File: src/rtl/imm_gen_pipe.sv
// RISC-V immediate decoder feeding a 2-entry output FIFO with a sideband tag.
// Define IMM_GEN_ZICSR_EN to decode CSR immediate forms (zimm) as type Z.
module imm_gen_pipe #(
  parameter int XLEN  = 32,
  parameter int TAG_W = 32
) (
  input  logic             clk,
  input  logic             rst,
  input  logic             in_valid,
  output logic             in_ready,
  input  logic [31:0]      in_inst,
  input  logic [TAG_W-1:0] in_tag,
  input  logic             flush,
  output logic             out_valid,
  input  logic             out_ready,
  output logic [XLEN-1:0]  out_imm,
  output logic [2:0]       out_type,
  output logic [TAG_W-1:0] out_tag
);

  localparam logic [2:0] T_NONE = 3'd0;
  localparam logic [2:0] T_I    = 3'd1;
  localparam logic [2:0] T_S    = 3'd2;
  localparam logic [2:0] T_B    = 3'd3;
  localparam logic [2:0] T_U    = 3'd4;
  localparam logic [2:0] T_J    = 3'd5;
  localparam logic [2:0] T_Z    = 3'd6;

  logic [2:0]      dec_type;
  logic [31:0]     imm32;
  logic [XLEN-1:0] dec_imm;

  always_comb begin
    dec_type = T_NONE;
    imm32    = '0;
    case (in_inst[6:0])
      7'b0000011, 7'b0010011, 7'b1100111: dec_type = T_I;
      7'b0011011: dec_type = (XLEN == 64) ? T_I : T_NONE;
      7'b0100011: dec_type = T_S;
      7'b1100011: dec_type = T_B;
      7'b0110111, 7'b0010111: dec_type = T_U;
      7'b1101111: dec_type = T_J;
`ifdef IMM_GEN_ZICSR_EN
      7'b1110011: dec_type = in_inst[14] ? T_Z : T_NONE;
`endif
      default: dec_type = T_NONE;
    endcase

    case (dec_type)
      T_I: imm32 = {{20{in_inst[31]}}, in_inst[31:20]};
      T_S: imm32 = {{20{in_inst[31]}}, in_inst[31:25], in_inst[11:7]};
      T_B: imm32 = {{19{in_inst[31]}}, in_inst[31], in_inst[7], in_inst[30:25],
                    in_inst[11:8], 1'b0};
      T_U: imm32 = {in_inst[31:12], 12'b0};
      T_J: imm32 = {{11{in_inst[31]}}, in_inst[31], in_inst[19:12], in_inst[20],
                    in_inst[30:21], 1'b0};
      default: imm32 = '0;
    endcase

    // Every 32-bit form carries its sign in bit 31, so widening is a plain sign extension.
    dec_imm = XLEN'(signed'(imm32));
`ifdef IMM_GEN_ZICSR_EN
    if (dec_type == T_Z) dec_imm = XLEN'(in_inst[19:15]);
`endif
  end

  logic [XLEN-1:0]  imm_mem  [2];
  logic [2:0]       type_mem [2];
  logic [TAG_W-1:0] tag_mem  [2];

  logic [1:0] count_reg;
  logic       wr_ptr_reg;
  logic       rd_ptr_reg;
  logic       push;
  logic       pop;

  assign in_ready  = (count_reg != 2'd2);
  assign out_valid = (count_reg != 2'd0);
  assign push      = in_valid & in_ready & ~flush;
  assign pop       = out_valid & out_ready & ~flush;

  always_ff @(posedge clk) begin
    if (push) begin
      imm_mem[wr_ptr_reg]  <= dec_imm;
      type_mem[wr_ptr_reg] <= dec_type;
      tag_mem[wr_ptr_reg]  <= in_tag;
    end
  end

  always_ff @(posedge clk or posedge rst) begin
    if (rst) begin
      count_reg  <= 2'd0;
      wr_ptr_reg <= 1'b0;
      rd_ptr_reg <= 1'b0;
    end else if (flush) begin
      count_reg  <= 2'd0;
      wr_ptr_reg <= 1'b0;
      rd_ptr_reg <= 1'b0;
    end else begin
      if (push) wr_ptr_reg <= ~wr_ptr_reg;
      if (pop)  rd_ptr_reg <= ~rd_ptr_reg;
      if (push && !pop)      count_reg <= count_reg + 2'd1;
      else if (pop && !push) count_reg <= count_reg - 2'd1;
    end
  end

  // Storage is not reset, so the head is masked to zero whenever the FIFO is empty.
  assign out_imm  = out_valid ? imm_mem[rd_ptr_reg]  : '0;
  assign out_type = out_valid ? type_mem[rd_ptr_reg] : 3'd0;
  assign out_tag  = out_valid ? tag_mem[rd_ptr_reg]  : '0;

endmodule
File: config.mk
export PLATFORM = sky130hd
export DESIGN_NAME = imm_gen_pipe
export DESIGN_NICKNAME = d
export VERILOG_FILES = /design/src/rtl/imm_gen_pipe.sv
export SDC_FILE = /design/constraint.sdc
export NUM_CORES = 1
export LEC_CHECK = 0
export BUFFER_PORTS_ARGS = -buffer_cell sky130_fd_sc_hd__buf_2
export CAP_MARGIN = 20
export CORE_ASPECT_RATIO = 0.9
export CORE_MARGIN = 5
export CORE_UTILIZATION = 33
export DETAILED_ROUTE_END_ITERATION = 10
export PLACE_DENSITY = 0.64
export SYNTH_ARGS = -nofsm -noshare
export SYNTH_HDL_FRONTEND = slang
export SYNTH_SLANG_ARGS = --single-unit
File: constraint.sdc
create_clock -name clk -period 8 [get_ports clk]
set_input_delay 1.2 -clock clk [delete_from_list [all_inputs] [get_ports clk]]
set_output_delay 1.2 -clock clk [all_outputs]
set_load 0.03 [all_outputs]
==> results of run 1 <==
[area by class of cell]
class	count	area [µm²]	area share, %
clock buffers	20	437	5.97
clock inverters	12	150	2.05
inverters	2	7.51	0.103
multi-input cells	217	1560	21.3
well taps	235	294	4.02
repair buffers	141	736	10.1
flip-flops and latches	138	4130	56.5
[cell usage after synthesis, drive strengths merged]
library cell and n:
a21oi 3, and2b 1, o32ai 2, a22o 4, buf 14, and4b 2
a31oi 2, nor3 3, o21a 1, nand2 4, and2 8, or4 1
or2b 1, o21ai 2, xor2 2, o211ai 2, dfrtp 4, a31o 1
nand3b 3, clkbuf 6, nand4 1, nor3b 4, a21o 19, edfxtp 134
mux2i 68, nor2b 2, a211oi 2, nor2 73, nand4b 2, inv 2
nand2b 2, and3b 1, nand3 1
[kinds of logic (layout without fill, tap and decap cells)]
| logic type | count (synthesis) | in the layout | share of synthesized area, % |
|---|---|---|---|
| DFF | 138 | 138 | 71.4 |
| xor gates and xnor gates | 2 | 2 | 0.303 |
| buffers and inverters | 22 | 175 | 1.88 |
| muxes | 68 | 68 | 11.8 |
| and+or+nand+nor | 109 | 109 | 9.23 |
| AOI/OAI and AO/OA | 38 | 38 | 5.39 |
[power breakdown]
group	switching, mW	internal (mW)	total (mW)	leakage [nW]
registers	0.0137	0.824	0.837	1.33
logic	0.147	0.0722	0.219	1.29
clock network	0.279	0.488	0.767	0.280
total	0.439	1.38	1.82	2.90
[metal layers]
layer | wire length [µm] | up-vias | GRT usage [%]
met5 | 0 | - | 0
met4 | 197 | 0 | 4.63
met3 | 732 | 12 | 3.91
met2 | 5980 | 122 | 20.2
met1 | 5500 | 1726 | 15.1
li1 | - | 1697 | -
[metrics by stage]
stage	power (mW)	util [%]	instance area [µm²]	hold slack [ns]
CTS	1.85	42.9	7310	0.601
floorplan	0.999	-	5780	0.519
detailed placement	1.08	39.4	6730	0.573
global route	1.90	42.9	7310	0.639
finish	1.82	42.9	7310	0.591
global placement	1.07	39.3	6700	0.554
[path summary, 6_finish.rpt]
check,startpoint,end,slack (ns),cells after the start
worst max-delay path,count_reg[1],out_tag[10],4.52,4
worst min-delay path,wr_ptr_reg,wr_ptr_reg,0.59,2
worst max register to register,count_reg[0],imm_mem[1][12],5.89,4
worst min register to register,wr_ptr_reg,wr_ptr_reg,0.59,2
max in group asynchronous,rst,rd_ptr_reg,7.14,2
min in group asynchronous,rst,count_reg[1],0.68,2
[critical path, delay by kind of cell (launching register included)]
kind	cells	cell delay [ns]
and+or+nand+nor	2	0.71
buffers and inverters	2	0.68
DFF	1	0.45
==> implementation parameters, run 1 <==
Parameter                              Value

Run status
  Run status ... finished clean

Global route
  Largest net degree at the start of global routing ... 68
  Number of global-route vias before repair ... 3,643
  Wire length of the first global-routing pass ... 18.9 mm
  GRT Util Overall ... 12.2%
  Initial antenna violation count ... 0
  Global route total overflow ... 0

Synth
  Area contributors post-synth ... sky130_fd_sc_hd__edfxtp_1 70%, sky130_fd_sc_hd__mux2i_1 12%, sky130_fd_sc_hd__nor2_1 4.7%
  Number of warning messages in the yosys log ... 0
  Syn Area/Cell ... 15.3 µm²
  Post-synth cell types ... 42
  Biggest area consumer among synthesized cells ... sky130_fd_sc_hd__edfxtp_1
  Synthesized instance count ... 377
  Synthesized net count ... 446
  Synth Register Bits ... 138
  Proportion of netlist area held by the largest area contributor ... 69.7%
  Share of the yosys chip area belonging to registers ... 71.4%
  Post-synthesis instance area ... 5780 µm²

Critical path
  Element type at the critical path end ... output pin
  CP Launch Type ... flip-flop
  Maximum net fanout on the critical path ... 39
  Biggest cell delay along the critical path ... 0.58 ns
  Sequence of cells on the critical path ... nor2_4 -> buf_4 -> nor2_1 -> buf_2
  Data arrival at the endpoint of the critical path ... 2.28 ns
  WP data required ... 6.80 ns
  Category of the most critical setup path ... reg -> out
  Slowest library cell on the worst path ... sky130_fd_sc_hd__nor2_4

STA
  Final Critical Period ... 3.48 ns
  Setup violation total in the final timing report ... 0
  Fmax ... 287 MHz
  Smallest setup slack after layout ... 4.52 ns
  Fin. Hold Viols ... 0
  Pin slew with the least headroom to its limit ... 0.954 ns
  Aggregate negative setup slack ... 0 ns
  Number of slew-limit violations in the final report ... 0
  Worst slew slack as a fraction of its limit ... 36.4%
  Final clock skew ... 0.0145 ns
  Setup repair after global routing missed its margin ... false
  Final cycle utilization of the critical path ... 43.5%

Die
  Number of placed I/O pins ... 138
  Row cnt ... 45
  Placeable core region ... 17,100 µm²
  Die ar. ... 20,300 µm²
  Chip Height ... 136 µm
  Starting density of the core ... 33.9%
  Floorplan die width ... 149 µm

Clocking
  Cts bufs inserted ... 17
  Post-CTS setup buffer count ... 0
  # clock sinks ... 138
  Cell chosen for the clock root ... sky130_fd_sc_hd__clkbuf_16
  TritonCTS clock tree ... yes
  Cts-stage hold buffer count ... 0
  Clock Tree Buf Depth ... 2
  Clock edge transition at the registers on the reported setup and hold paths ... 0.06 ns
  Clock H-tree levels ... 4
  Insertion delay to the later sink of the worst-skew pair ... 0.42 ns
  Number of cells upsized or downsized after cts ... 0

Pwr
  Maximum vdd drop ... 0.123 mV
  Ratio of total power to cell area ... 249 nW/µm²
  Leakage Power ... 2.90 nW

Finish
  Most common cell after layout, fill and taps aside ... sky130_fd_sc_hd__buf_2
  Biggest regs ... imm_mem x64, tag_mem x64, type_mem x6
  Share of final-layout standard cells stronger than drive strength 1 ... 37.4%
  Final nets ... 586
  Filler Cell Count ... 1,552
  Filler-free cell count of the finished design ... 765
  Commonest non-fill, non-tap cells in the layout ... 137 x sky130_fd_sc_hd__buf_2, 134 x sky130_fd_sc_hd__edfxtp_1, 72 x sky130_fd_sc_hd__nor2_1
  N_diodes ... 0
  Area growth syn-to-layout ... 26.6%

Route
  1st-iter DRT viols ... 155
  DRC violations left ... 0
  Wire per inst ... 16.2 µm
  Antenna-violating nets left ... 0
  Via-to-Cell Ratio ... 4.65
  First-pass DRT Iterations ... 4
  Final wirelength ... 12.4 mm
  Number of vias after detailed routing ... 3,557

Placement
  Quantity of I/O buffers inserted on ports ... 137
  Half-perimeter wire length of the detailed placement result ... 8.21 mm
  DP Worst Slack ... 4.87 ns
  Cell count after placement ... 733
  Global placer's final weighted congestion ... 0.840

Run
  Number of max-cap violations ... 0

Min path
  Type of the most critical hold path ... reg -> reg
(Power assumes the default switching activity.)
==> inputs of run 2 (changes only) <==
--- a/config.mk
+++ b/config.mk
@@ -11,7 +11,7 @@
 export CORE_MARGIN = 5
 export CORE_UTILIZATION = 33
 export DETAILED_ROUTE_END_ITERATION = 10
-export PLACE_DENSITY = 0.64
+export PLACE_DENSITY = 0.66
 export SYNTH_ARGS = -nofsm -noshare
 export SYNTH_HDL_FRONTEND = slang
 export SYNTH_SLANG_ARGS = --single-unit
==> constraint.sdc (replaced) <==
create_clock -name clk -period 3.2 [get_ports clk]
set_input_delay 0.48 -clock clk [delete_from_list [all_inputs] [get_ports clk]]
set_output_delay 0.48 -clock clk [all_outputs]
set_load 0.03 [all_outputs]
==> run 2 against run 1 <==
Final area up 0.56%. Non-clock buffer count up 2. Clock skew down 0.0075 ns. Die area unchanged. Critical endpoint is now out_tag[31]. Largest cell class unchanged.
==> implementation parameters, run 2 (synthesized netlist as in run 1, its figures left out) <==
Parameter                              Value

Die
  Chip Height ... 136 µm
  Number of placed I/O pins ... 138
  Starting density of the core ... 33.9%
  Floorplan die width ... 149 µm
  Die ar. ... 20,300 µm²
  Row cnt ... 45
  Placeable core region ... 17,100 µm²

STA
  Setup repair after global routing missed its margin ... false
  Smallest setup slack after layout ... 0.642 ns
  Final cycle utilization of the critical path ... 79.9%
  Fin. Hold Viols ... 0
  Pin slew with the least headroom to its limit ... 0.840 ns
  Tightest hold margin ... 0.261 ns
  Worst slew slack as a fraction of its limit ... 43.7%
  Setup violation total in the final timing report ... 0
  Aggregate negative setup slack ... 0 ns
  Final Critical Period ... 2.56 ns
  Final clock skew ... 0.00709 ns
  Fmax ... 391 MHz
  Number of slew-limit violations in the final report ... 0

Clocking
  Cts bufs inserted ... 17
  Clock H-tree levels ... 4
  Insertion delay to the later sink of the worst-skew pair ... 0.41 ns
  # clock sinks ... 138
  Post-CTS setup buffer count ... 0
  Cts-stage hold buffer count ... 1
  TritonCTS clock tree ... yes
  Number of cells upsized or downsized after cts ... 0
  Clock edge transition at the registers on the reported setup and hold paths ... 0.06 ns
  Clock Tree Buf Depth ... 2
  Cell chosen for the clock root ... sky130_fd_sc_hd__clkbuf_16

Finish
  Most common cell after layout, fill and taps aside ... sky130_fd_sc_hd__buf_2
  Final nets ... 588
  N_diodes ... 0
  Biggest regs ... imm_mem x64, tag_mem x64, type_mem x6
  Commonest non-fill, non-tap cells in the layout ... 137 x sky130_fd_sc_hd__buf_2, 134 x sky130_fd_sc_hd__edfxtp_1, 72 x sky130_fd_sc_hd__nor2_1
  Final std cell area, no fill ... 7350 µm²
  Area growth syn-to-layout ... 27.3%
  Filler Cell Count ... 1,574
  Final core utilization ... 43.1%
  Share of final-layout standard cells stronger than drive strength 1 ... 37.3%
  Filler-free cell count of the finished design ... 766

Run status
  Run status ... finished clean

Critical path
  Sequence of cells on the critical path ... buf_12 -> mux2i_1 -> nor2_1 -> buf_2
  CP Launch Type ... flip-flop
  Cell class contributing the biggest share of worst-path delay ... flip-flops
  Data arrival at the endpoint of the critical path ... 2.08 ns
  Maximum net fanout on the critical path ... 42
  Critical path buffer and inverter count ... 2
  Element type at the critical path end ... output pin
  WP data required ... 2.72 ns
  Biggest cell delay along the critical path ... 0.74 ns
  Category of the most critical setup path ... reg -> out
  Slowest library cell on the worst path ... sky130_fd_sc_hd__dfrtp_4

Placement
  Total cell area at the placement stage ... 6760 µm²
  DP Worst Slack ... 0.948 ns
  Cell count after placement ... 734
  Half-perimeter wire length of the detailed placement result ... 8.60 mm
  Global placer's final weighted congestion ... 0.774
  Quantity of I/O buffers inserted on ports ... 137

Pwr
  Tot Pwr ... 4.57 mW
  Maximum vdd drop ... 0.340 mV
  Leakage Power ... 2.92 nW
  Ratio of total power to cell area ... 621 nW/µm²

Run
  Number of max-cap violations ... 0

Global route
  GRT Util Overall ... 13.0%
  Largest net degree at the start of global routing ... 68
  Busiest metal layer after global routing ... met2
  Met2 routing resource usage after global routing ... 21.8%
  Number of global-route vias before repair ... 3,784
  Wire length of the first global-routing pass ... 20.1 mm
  Global route total overflow ... 0
  Met3 Use GR ... 4.68%
  Global-route track usage on met1 ... 15.9%
  Initial antenna violation count ... 0

Route
  Number of vias after detailed routing ... 3,562
  DRC violations left ... 0
  Via-to-Cell Ratio ... 4.65
  Wire per inst ... 16.8 µm
  Antenna-violating nets left ... 0
  Final wirelength ... 12.9 mm
  First-pass DRT Iterations ... 4
  1st-iter DRT viols ... 166

Min path
  Type of the most critical hold path ... in -> reg
run 2: cell types whose count changed in the layout (fill, tap and decap cells not counted), moves of 2 or more:
cell and change:
sky130_fd_sc_hd__buf_12 +3, sky130_fd_sc_hd__clkinv_1 +3, sky130_fd_sc_hd__clkinvlp_4 -2, sky130_fd_sc_hd__clkbuf_1 -3
run 2: worst paths after layout:
path                         startpoint              to  slack, ns  cells past startpoint
setup / recovery             rd_ptr_reg     out_tag[31]       0.64                      4
hold / removal                in_tag[9]   tag_mem[1][9]       0.26                      1
setup reg to reg           count_reg[0]  imm_mem[1][30]       1.41                      4
hold reg to reg              wr_ptr_reg      wr_ptr_reg       0.64                      2
max in group asynchronous           rst      rd_ptr_reg       2.48                      3
min in group asynchronous           rst      rd_ptr_reg       0.53                      3
run 2: area by class of cell:
| type | count | area [µm²] | area share [%] |
|---|---|---|---|
| Clock buffer | 17 | 425 | 5.79 |
| Clock inverter | 14 | 155 | 2.11 |
| Inverter | 2 | 7.51 | 0.102 |
| Multi-Input combinational cell | 217 | 1570 | 21.4 |
| Sequential cell | 138 | 4130 | 56.1 |
| Tap cell | 235 | 294 | 4.00 |
| Timing Repair Buffer | 143 | 771 | 10.5 |
run 2: worst register-to-register path, delay by kind of cell (launching register included):
family	cells	cell delay, ns
simple gates	3	0.59
flops	1	0.45
buf+inv	1	0.37
run 2: routing by layer:
metal | share of wire [%] | vias to the layer above
li1 | - | 1701
met5 | 0 | -
met4 | 0.79 | 0
met2 | 49 | 124
met1 | 43 | 1728
met3 | 7.5 | 9
run 2: where the power goes:
group          switching (mW)  internal, mW  total (mW)
Sequential             0.0346          2.06        2.09
Clock                   0.708          1.21        1.92
Combinational           0.373         0.186       0.559
Total                    1.12          3.45        4.57
